## config.mk

```make
export PLATFORM = sky130hd
export DESIGN_NAME = fpu_mult_ctrl
export DESIGN_NICKNAME = d
export VERILOG_FILES = /design/src/rtl/fpu_mult_ctrl.sv
export SDC_FILE = /design/constraint.sdc
export NUM_CORES = 1
export LEC_CHECK = 0
export ABC_AREA = 1
export CORE_ASPECT_RATIO = 1.1
export CORE_MARGIN = 2
export CORE_UTILIZATION = 40
export CTS_CLUSTER_SIZE = 14
export DETAILED_ROUTE_END_ITERATION = 8
export PLACE_DENSITY_LB_ADDON = 0.25
export SLEW_MARGIN = 20
export SYNTH_ARGS = -nofsm -noshare
export SYNTH_HDL_FRONTEND = slang
export SYNTH_SLANG_ARGS = --single-unit
```

## constraint.sdc

```tcl
create_clock -name clk -period 3.7 [get_ports clk]
set_clock_uncertainty 0.1 [all_clocks]
set_input_delay 0.74 -clock clk [delete_from_list [all_inputs] [get_ports clk]]
set_output_delay 0.74 -clock clk [all_outputs]
set_load 0.01 [all_outputs]
```

## src/rtl/fpu_mult_ctrl.sv

```systemverilog
// fpu_mult_ctrl: register-mapped front end for the half-precision multiplier.
// Holds the operands, issues one operation at a time to fpu_mult, captures the
// result with a classification, and reports done/timeout/write-error status
// with an optional completion interrupt.
module fpu_mult_ctrl #(
  parameter int TIMEOUT = 15
) (
  input  logic        clk,
  input  logic        rst_n,
  input  logic [5:0]  address,
  input  logic [31:0] data_in,
  input  logic [1:0]  data_write_n,
  input  logic [1:0]  data_read_n,
  output logic [31:0] data_out,
  output logic        data_ready,
  output logic        user_interrupt,
  output logic [15:0] mult_a,
  output logic [15:0] mult_b,
  output logic        mult_valid_in,
  input  logic        mult_valid_out,
  input  logic [15:0] mult_result
);

  typedef enum logic [1:0] {
    S_IDLE,
    S_ISSUE,
    S_WAIT
  } state_t;

  localparam logic [7:0] TIMEOUT_CNT = 8'(TIMEOUT);

  localparam logic [5:0] ADDR_OPA    = 6'h00;
  localparam logic [5:0] ADDR_OPB    = 6'h04;
  localparam logic [5:0] ADDR_CTRL   = 6'h08;
  localparam logic [5:0] ADDR_RESULT = 6'h0C;

  state_t      state_q, state_d;
  logic [7:0]  cnt_q, cnt_d;
  logic [15:0] opa_q, opa_d;
  logic [15:0] opb_q, opb_d;
  logic [15:0] result_q, result_d;
  logic        irq_en_q, irq_en_d;
  logic        done_q, done_d;
  logic        timeout_err_q, timeout_err_d;
  logic        write_err_q, write_err_d;
  logic        irq_q, irq_d;

  logic        wr_en;
  logic        wr_byte;
  logic        rd_result;
  logic        busy;
  logic        ctrl_start;
  logic        ctrl_clr;
  logic [15:0] wr_merge_opa;
  logic [15:0] wr_merge_opb;

  logic        res_nan, res_inf, res_zero, res_sub;

  // Upper write-data bits never reach any register.
  logic        unused_data_hi;
  assign unused_data_hi = ^data_in[31:16];

  assign data_ready     = 1'b1;
  assign user_interrupt = irq_q;
  assign mult_a         = opa_q;
  assign mult_b         = opb_q;
  assign mult_valid_in  = (state_q == S_ISSUE);

  // Bus decode: write strobes, write-data merge and START/CLR extraction.
  always_comb begin
    wr_en        = (data_write_n != 2'b11);
    wr_byte      = (data_write_n == 2'b00);
    rd_result    = (data_read_n != 2'b11) && (address == ADDR_RESULT);
    busy         = (state_q != S_IDLE);
    ctrl_start   = wr_en && (address == ADDR_CTRL) && data_in[0];
    ctrl_clr     = wr_en && (address == ADDR_CTRL) && data_in[2];
    wr_merge_opa = wr_byte ? {opa_q[15:8], data_in[7:0]} : data_in[15:0];
    wr_merge_opb = wr_byte ? {opb_q[15:8], data_in[7:0]} : data_in[15:0];
  end

  // Classification of the stored result as seen through the RESULT register.
  always_comb begin
    res_nan  = (result_q[14:10] == 5'h1F) && (result_q[9:0] != 10'd0);
    res_inf  = (result_q[14:10] == 5'h1F) && (result_q[9:0] == 10'd0);
    res_zero = (result_q[14:10] == 5'h00) && (result_q[9:0] == 10'd0);
    res_sub  = (result_q[14:10] == 5'h00) && (result_q[9:0] != 10'd0);
  end

  // Next-state logic: clears first, then bus writes, then the FSM so that a
  // completion in the same cycle overrides a clear or a RESULT read.
  always_comb begin
    state_d       = state_q;
    cnt_d         = cnt_q;
    opa_d         = opa_q;
    opb_d         = opb_q;
    result_d      = result_q;
    irq_en_d      = irq_en_q;
    done_d        = done_q;
    timeout_err_d = timeout_err_q;
    write_err_d   = write_err_q;
    irq_d         = irq_q;

    if (ctrl_clr) begin
      done_d        = 1'b0;
      timeout_err_d = 1'b0;
      write_err_d   = 1'b0;
      irq_d         = 1'b0;
    end

    if (rd_result) begin
      done_d = 1'b0;
      irq_d  = 1'b0;
    end

    if (wr_en && (address == ADDR_CTRL)) begin
      irq_en_d = data_in[1];
    end

    if (ctrl_start) begin
      if (busy) begin
        write_err_d = 1'b1;
      end else begin
        done_d        = 1'b0;
        timeout_err_d = 1'b0;
        state_d       = S_ISSUE;
      end
    end

    if (wr_en && ((address == ADDR_OPA) || (address == ADDR_OPB))) begin
      if (busy) begin
        write_err_d = 1'b1;
      end else if (address == ADDR_OPA) begin
        opa_d = wr_merge_opa;
      end else begin
        opb_d = wr_merge_opb;
      end
    end

    case (state_q)
      S_ISSUE: begin
        state_d = S_WAIT;
        cnt_d   = 8'd1;
      end
      S_WAIT: begin
        if (mult_valid_out) begin
          state_d  = S_IDLE;
          cnt_d    = 8'd0;
          result_d = mult_result;
          done_d   = 1'b1;
          if (irq_en_q) irq_d = 1'b1;
        end else if (cnt_q == TIMEOUT_CNT) begin
          state_d       = S_IDLE;
          cnt_d         = 8'd0;
          timeout_err_d = 1'b1;
          done_d        = 1'b0;
          if (irq_en_q) irq_d = 1'b1;
        end else begin
          cnt_d = cnt_q + 8'd1;
        end
      end
      default: begin
        cnt_d = 8'd0;
      end
    endcase
  end

  // Register read mux, combinational from the address.
  always_comb begin
    data_out = 32'd0;
    case (address)
      ADDR_OPA:    data_out = {16'd0, opa_q};
      ADDR_OPB:    data_out = {16'd0, opb_q};
      ADDR_CTRL:   data_out = {27'd0, irq_en_q, write_err_q, timeout_err_q, done_q, busy};
      ADDR_RESULT: data_out = {12'd0, res_sub, res_zero, res_inf, res_nan, result_q};
      default:     data_out = 32'd0;
    endcase
  end

  // State and register file, cleared asynchronously by reset.
  always_ff @(posedge clk or negedge rst_n) begin
    if (!rst_n) begin
      state_q       <= S_IDLE;
      cnt_q         <= 8'd0;
      opa_q         <= 16'd0;
      opb_q         <= 16'd0;
      result_q      <= 16'd0;
      irq_en_q      <= 1'b0;
      done_q        <= 1'b0;
      timeout_err_q <= 1'b0;
      write_err_q   <= 1'b0;
      irq_q         <= 1'b0;
    end else begin
      state_q       <= state_d;
      cnt_q         <= cnt_d;
      opa_q         <= opa_d;
      opb_q         <= opb_d;
      result_q      <= result_d;
      irq_en_q      <= irq_en_d;
      done_q        <= done_d;
      timeout_err_q <= timeout_err_d;
      write_err_q   <= write_err_d;
      irq_q         <= irq_d;
    end
  end

endmodule

```

==> results of run 1 <==
-- power groups by stage --
stage / clock network, mW / registers (mW) / logic, mW
2_1_floorplan: 0 / 1.01 / 0.363
3_3_place_gp: 0 / 0.999 / 0.651
3_5_place_dp: 0 / 1.01 / 0.669
4_1_cts: 0.611 / 0.996 / 0.675
5_1_grt: 0.643 / 1.02 / 0.740
6_report: 0.595 / 0.996 / 0.668
-- per-stage QoR --
step / power [mW] / util [%] / instances / hold slack [ps]
after global placement: 1.65 / 54.6 / 564 / 365
after detailed placement: 1.68 / 54.6 / 564 / 369
after floorplan: 1.37 / - / 373 / 344
after CTS: 2.28 / 57.1 / 580 / 388
final: 2.26 / 57.2 / 580 / 389
after global routing: 2.40 / 57.2 / 580 / 399
-- cell families (layout without fill, tap and decap cells) --
kind of cell,Yosys count,after routing,share of synthesized area (%)
simple gates,161,161,23.2
buf+inv,55,154,8.95
fa+ha+maj,4,4,1.50
compound gates,62,62,13.9
xor+xnor,4,4,1.05
mux,11,11,3.72
flops,63,63,47.4
other cells,2,13,0.226
-- routing by layer --
metal	wire, microns	GRT usage [%]
met1	3400	22.6
met2	4100	32.3
met3	598	6.06
met4	89	5.94
met5	0	0
-- placed cells by master (no fill, tap or decap), types with 2 or more instances in the layout --
master / count
clkbuf_8: 10
nand4_1: 4
nand2_2: 2
xnor2_1: 2
nand2_4: 2
nor3b_1: 2
clkdlybuf4s50_1: 97
clkbuf_1: 2
a21oi_1: 7
nor2_4: 4
nand3_1: 17
buf_4: 6
ha_1: 4
mux2_2: 11
o21ai_0: 10
inv_1: 32
nor3_1: 3
o21ai_2: 32
clkinvlp_4: 2
nand2_1: 87
conb_1: 13
a22oi_1: 13
nand3_4: 2
nor2_1: 33
dfrtp_1: 63
xor2_1: 2
-- synth_stat cells --
| cell type | instances | area share [%] |
|---|---|---|
| conb_1 | 2 | 0.23 |
| mux2_2 | 11 | 3.7 |
| xnor2_1 | 2 | 0.53 |
| nand4_1 | 4 | 0.75 |
| nor2_4 | 4 | 1.4 |
| nand3_4 | 2 | 1.1 |
| clkbuf_1 | 1 | 0.11 |
| nor3_1 | 3 | 0.45 |
| buf_4 | 16 | 3.6 |
| nand2_2 | 2 | 0.38 |
| nor2_8 | 1 | 0.60 |
| nand3_1 | 18 | 2.7 |
| buf_2 | 1 | 0.15 |
| o21ai_0 | 10 | 1.5 |
| buf_6 | 4 | 1.4 |
| nand2_1 | 87 | 9.8 |
| xor2_1 | 2 | 0.53 |
| ha_1 | 4 | 1.5 |
| nor3_4 | 1 | 0.49 |
| a22oi_1 | 13 | 2.9 |
| inv_1 | 32 | 3.6 |
| nor3b_1 | 2 | 0.45 |
| nor2_1 | 33 | 3.7 |
| nand2_4 | 2 | 0.68 |
| nor2_2 | 1 | 0.19 |
| o21ai_2 | 32 | 8.4 |
| dfrtp_1 | 63 | 47 |
| a21oi_1 | 7 | 1.1 |
| inv_2 | 1 | 0.11 |
| nand3b_4 | 1 | 0.60 |
-- state kept, by name (all words and copies together), names as in the netlist, 2 cells and up --
signal	cells
result_q	16
mult_b	16
state_q	2
cnt_q	8
mult_a	16
-- area by class of cell --
class | count | share of cell area (%)
tap | 108 | 2.95
clock buffer | 12 | 3.17
clock inverter | 4 | 1.18
inverter | 33 | 2.71
sequential | 63 | 34.5
timing repair buffer | 105 | 22.8
multi-input combinational | 255 | 32.8
-- final timing paths --
check / startpoint / slack [ps] / endpoint
setup / recovery: address[1] / 180 / data_out[5]
hold / removal: write_err_q / 390 / write_err_q
setup reg to reg: state_q[0] / 1650 / result_q[6]
hold reg to reg: write_err_q / 390 / write_err_q
max in group asynchronous: rst_n / 2510 / cnt_q[3]
min in group asynchronous: rst_n / 470 / mult_a[3]
-- timing repair --
action | CTS | global route
gates resized for setup | 0 | 1
endpoints found under the setup margin | 0 | 2
endpoints found under the hold margin | 0 | 0
-- worst min-delay path, cell delays in order, from the launching register on --
cell	delay [ps]
dfrtp_1	350
nand2_1	60
nand2_1	60
==> reports/qor.yml, run 1 <==
drc: 0
multi_input_area_sq_um: 1500
dr_total_vias: 2767
hold_viol_final: 0
setup_ws_ps: 177
crit_arrival_ps: 2680
routed_wl_microns: 8180
coreArea_sq_um: 8000
path_buf_inv: 3
p_int_mw: 1.54
max_stage_delay_ps: 530
end_kind: "primary output"
antenna_cells: 0
drt_iter0_drc: 121
worst_path_dominant_cell_family: "buffers and inverters"
setup_violations: 0
setup_tns_ps: 0
clkPwrFrac_pct: 26.4
crit_chain: "clkdlybuf4s50_1 -> nor2_4 -> nand2_4 -> nor2_4 -> buf_4 -> a22oi_1 -> nand2_1 -> clkdlybuf4s50_1"
fillers: 723
dpl_worst_slack_ps: 80.6
cts_tree: "built"
power.leakage_nw: 2.08
grt_pass1_wl_microns: 13600
maxSlewViolCount: 0
switchingPower_uw: 719
synth.avg_cell_area_sq_um: 9.19
seqPwrFrac_pct: 44.1
critical_path_class: "in -> out"
die_h_microns: 99.7
syn_area_sq_um: 3330
fin_area_sq_um: 4570
start_util_pct: 41.6
synthCells: 362
rows: 34
track_usage_pct: 18.8
grt_max_degree: 64
tightestPinTransition_ps: 878
critPathRequiredTime_ps: 2860
ys_ff_latch: 63
gp_congestion: 0.808
ioPinCount: 128
antenna_left: 0
h-tree-depth: 3
cp.depth: 8
synth_cell_type_count: 30
rsz0062_at_grt: "no"
dieArea_sq_um: 9060
via_per_inst: 4.77
grt_pass1_vias: 2842
clk_latency_ps: 330
reg2reg_depth: 4
layout.nets: 532
placed_cell_area_sq_um: 4370
min_period_ps: 3520
cts_sinks: 63
p_comb_share_pct: 29.5
layout-drive-gt1-share_pct: 17.2
yosysSeqAreaShare_pct: 47.4
power_switching_share_pct: 31.8
clockBufferDepth: 2
cp_slowest_cell: "clkdlybuf4s50_1"
hold_path_class: "reg -> reg"
slew_headroom_pct: 41.3
firstDrtPassIters: 5
post_drt_wl_per_cell_microns: 14.1
ir_drop_mv: 0.249
cp-start-kind: "input pin"
post_cts.repair.setup_buffers: 0
critPathMaxFanout: 9
io_buffers: 98
clock.fmax_mhz: 284
p_per_area_nw_per_um2: 494
fin_crit_sh_pct: 95.2
clock_tree.root_cell: "clkbuf_8"
cts_hold_buf: 0
place_hpwl_microns: 6270
fp.dieW_microns: 91.0
drv_cap: 0
ff_latch_area_sq_um: 1580
syn_to_final_growth_pct: 37.5
cts_buffers: 9
outcome: "complete, no violations"
overflow: 0
ys_warn_count: 0
holdPathStages: 2
antenna_found_initial: 0
cts.clk_slew.worst_paths_ps: 70
Note: power is estimated with default switching activity, not from simulation.
==> run 2: changes to the inputs <==
clock period = 4.54 ns   (was 3.7 ns; I/O delays follow)
==> run 2 against run 1 <==
  * Count of clock-buffer cells in the layout grew 1
  * Die area is the same
  * Non-clock buffer count shrank 2
  * Power is 18% lower
  * First-iteration DRC count shrank 40%
  * Clock power fell by 15%
  * Flip-flop and latch count stayed put
  * Core utilization decreased by 0.28 points
  * Cell count down 0.34%
  * Sequential share of layout area rose by 0.17 points
  * Critical path type unchanged
==> reports/qor.yml, run 2 (synthesis gave the netlist of run 1 again) <==
p_per_area_nw_per_um2: 407
clk_latency_ps: 340
antenna_cells: 0
coreArea_sq_um: 8000
critPathRequiredTime_ps: 3530
syn_to_final_growth_pct: 36.8
ff2ff_setup_slack_ps: 2500
dr_total_vias: 2798
layout.nets: 530
p_int_mw: 1.28
drv_cap: 0
fin_total_pwr_mw: 1.85
layout-drive-gt1-share_pct: 16.8
rsz0062_at_grt: "no"
drt_iter0_drc: 72
post_drt_wl_per_cell_microns: 14.2
io_buffers: 98
maxSlewViolCount: 0
switchingPower_uw: 574
critPathMaxFanout: 11
fp.dieW_microns: 91.0
gp_congestion: 0.788
layout_common_cells: "clkdlybuf4s50_1 (97), nand2_1 (87), dfrtp_1 (63), nor2_1 (33)"
min_period_ps: 4060
drc: 0
grt_pass1_wl_microns: 13700
antenna_left: 0
dieArea_sq_um: 9060
end_kind: "primary output"
seqPwrFrac_pct: 43.8
setup_tns_ps: 0
grt_pass1_vias: 2895
clockBufferDepth: 2
cts_buffers: 9
start_util_pct: 41.6
rows: 34
setup_violations: 0
post_cts_resized: 0
ir_drop_mv: 0.195
r2r_end: "result_q[6]"
fin_area_sq_um: 4550
cts_hold_buf: 0
hold_path_class: "reg -> reg"
p_comb_share_pct: 29.1
layout_commonest_cell: "clkdlybuf4s50_1"
placed_cell_area_sq_um: 4340
fin_crit_sh_pct: 89.3
cts.clk_slew.worst_paths_ps: 70
clkPwrFrac_pct: 27.2
clock.fmax_mhz: 247
regToRegStartpoint: "state_q[0]"
outcome: "complete, no violations"
power_switching_share_pct: 30.9
tightestPinTransition_ps: 902
grt_max_degree: 41
post_cts.repair.setup_buffers: 0
place_hpwl_microns: 6250
clock_tree.root_cell: "clkbuf_8"
cp-endpoint: "data_out[1]"
via_per_inst: 4.84
routed_wl_microns: 8230
ioPinCount: 128
cp-start-kind: "input pin"
critical_path_class: "in -> out"
firstDrtPassIters: 4
hold_viol_final: 0
reg2reg_depth: 4
cts_tree: "built"
h-tree-depth: 3
track_usage_pct: 19.0
crit_arrival_ps: 3050
cts_sinks: 63
slew_headroom_pct: 39.9
cp-startpoint: "address[5]"
power.leakage_nw: 2.08
die_h_microns: 99.7
overflow: 0
antenna_found_initial: 0
-- run 2: how the worst min path moves through the flow --
stage	slack (ps)	cells past startpoint	to	startpoint
after floorplan	350	2	write_err_q	write_err_q
after global placement	370	2	write_err_q	write_err_q
after detailed placement	370	2	write_err_q	write_err_q
after CTS	390	2	write_err_q	write_err_q
after global routing	400	2	write_err_q	write_err_q
final	400	2	write_err_q	write_err_q
-- run 2: through the flow --
step | util, % | hold WS (ps) | instances | setup WS, ps
4_1_cts | 56.9 | 389 | 578 | 459
3_5_place_dp | 54.3 | 372 | 562 | 460
3_3_place_gp | 54.3 | 366 | 562 | 476
2_1_floorplan | - | 350 | 373 | 1790
6_report | 56.9 | 405 | 578 | 484
5_1_grt | 56.9 | 397 | 578 | 332
-- run 2: layout make-up --
| cell class | count | area, sq um |
|---|---|---|
| clock buffer | 13 | 169 |
| clock inverter | 3 | 40.0 |
| fill | 766 | 3450 |
| inverter | 33 | 124 |
| multi-input combinational | 255 | 1490 |
| sequential | 63 | 1580 |
| tap | 108 | 135 |
| timing repair buffer | 103 | 1010 |
-- run 2: power by group through the flow --
| stage | sequential, mW | combinational [mW] | clock (mW) |
|---|---|---|---|
| 2_1_floorplan | 0.820 | 0.296 | 0 |
| 3_3_place_gp | 0.815 | 0.532 | 0 |
| 3_5_place_dp | 0.820 | 0.544 | 0 |
| 4_1_cts | 0.812 | 0.547 | 0.516 |
| 5_1_grt | 0.828 | 0.600 | 0.538 |
| 6_report | 0.811 | 0.539 | 0.504 |
-- run 2: routing by layer --
layer / up-vias / share of wire [%] / global-route usage [%]
met5: - / 0 / 0
met4: 0 / 1.3 / 6.64
met3: 9 / 7.6 / 5.91
met2: 89 / 51 / 33.2
met1: 1333 / 40 / 22.3
li1: 1367 / - / -
-- run 2: critical path, cell delays in order --
cell             delay (ps)
clkdlybuf4s50_1         460
nor2_4                  170
nand2_4                 110
nor3_4                  470
buf_4                   240
nand2_1                  50
nand3_1                  80
clkdlybuf4s50_1         540
==> run 3: changes to the inputs <==
CORE_MARGIN = 10   (was 2)
==> run 3 against run 2 <==
  * Global-route usage is 3.2 points lower
  * Cell count shrank 0.17%
  * Design area down 0.38%
==> reports/qor.yml, run 3 (synthesis gave the netlist of run 1 again) <==
clk_latency_ps: 330
end_kind: "primary output"
clock.fmax_mhz: 254
post_cts_resized: 0
power.leakage_nw: 2.06
die_h_microns: 116
gp_congestion: 0.789
antenna_left: 0
critical_path_class: "in -> out"
max_stage_delay_ps: 540
dpl_worst_slack_ps: 585
dieArea_sq_um: 12400
setup_ws_ps: 599
cts_buffers: 9
antenna_found_initial: 0
min_period_ps: 3940
layout.nets: 529
tightestPinTransition_ps: 886
io_buffers: 98
place_hpwl_microns: 7190
fillers: 764
start_util_pct: 41.6
maxSlewViolCount: 0
clock_tree.root_cell: "clkbuf_8"
grt_pass1_vias: 3047
hold_path_class: "reg -> reg"
critPathRequiredTime_ps: 3530
layout_common_cells: "clkdlybuf4s50_1 (97), nand2_1 (87), dfrtp_1 (63), nor2_1 (33)"
fp.dieW_microns: 107
cts.clk_slew.worst_paths_ps: 70
firstDrtPassIters: 5
ioPinCount: 128
fin_crit_sh_pct: 86.8
cp_slowest_cell: "clkdlybuf4s50_1"
layout_commonest_cell: "clkdlybuf4s50_1"
rsz0062_at_grt: "no"
clockBufferDepth: 2
dr_total_vias: 2778
crit_arrival_ps: 2930
post_drt_wl_per_cell_microns: 16.2
cts_sinks: 63
post_cts.repair.setup_buffers: 0
antenna_cells: 0
drt_iter0_drc: 109
h-tree-depth: 3
placed_cell_area_sq_um: 4340
path_buf_inv: 3
outcome: "complete, no violations"
p_per_area_nw_per_um2: 408
whs_ps: 408
track_usage_pct: 15.8
slew_headroom_pct: 40.8
cp-start-kind: "input pin"
grt_pass1_wl_microns: 15600
setup_violations: 0
layout-drive-gt1-share_pct: 16.6
syn_to_final_growth_pct: 36.3
crit_chain: "clkdlybuf4s50_1 -> nor2_4 -> nand2_4 -> nor2_4 -> buf_4 -> a22oi_1 -> nand2_1 -> clkdlybuf4s50_1"
rows: 34
critPathMaxFanout: 11
cts_hold_buf: 0
cts_tree: "built"
hold_viol_final: 0
setup_tns_ps: 0
grt_max_degree: 35
fin_area_sq_um: 4530
drc: 0
worst_path_dominant_cell_family: "buffers and inverters"
overflow: 0
via_per_inst: 4.81
routed_wl_microns: 9360
coreArea_sq_um: 8000
drv_cap: 0
ir_drop_mv: 0.215
==> run 3: layout make-up <==
class | instances | area (sq um) | area share (%)
Tap cell | 108 | 135 | 2.98
Clock inverter | 5 | 57.6 | 1.27
Timing Repair Buffer | 102 | 1010 | 22.2
Sequential cell | 63 | 1580 | 34.8
Clock buffer | 11 | 141 | 3.12
Multi-Input combinational cell | 255 | 1490 | 32.9
Inverter | 33 | 124 | 2.73
==> run 3: final timing paths <==
path,slack (ps),cells past startpoint,from,end
setup reg to reg,2510,4,state_q[0],result_q[5]
max in group asynchronous,2900,2,rst_n,mult_b[5]
min in group asynchronous,530,1,rst_n,mult_a[3]
hold reg to reg,410,2,write_err_q,write_err_q
hold / removal,410,2,write_err_q,write_err_q
setup / recovery,600,8,address[1],data_out[5]
==> run 3: worst reg2reg max path: stages, from the launching register on <==
cell,delay (ps)
dfrtp_1,370
inv_1,70
ha_1,270
nand2_1,690
mux2_2,420
==> run 3: power by group <==
part           switching (mW)  total [mW]  leakage [nW]  internal [mW]
Combinational           0.269       0.548          1.15          0.279
Clock                   0.226       0.494        0.0916          0.268
Sequential              0.105       0.810         0.820          0.705
==> run 3: metal layers <==
metal,vias up,GRT usage (%),wire (microns)
met5,-,0,0
met2,79,26.8,4690
met3,6,8.22,990
met4,0,4.88,75
met1,1337,16.9,3600
li1,1356,-,-
==> run 3: metrics by stage <==
step,instances,utilization (%),power (mW)
4_1_cts,577,56.7,1.87
3_5_place_dp,561,54.2,1.37
6_report,577,56.7,1.85
2_1_floorplan,373,-,1.12
5_1_grt,577,56.7,1.96
3_3_place_gp,561,54.2,1.35
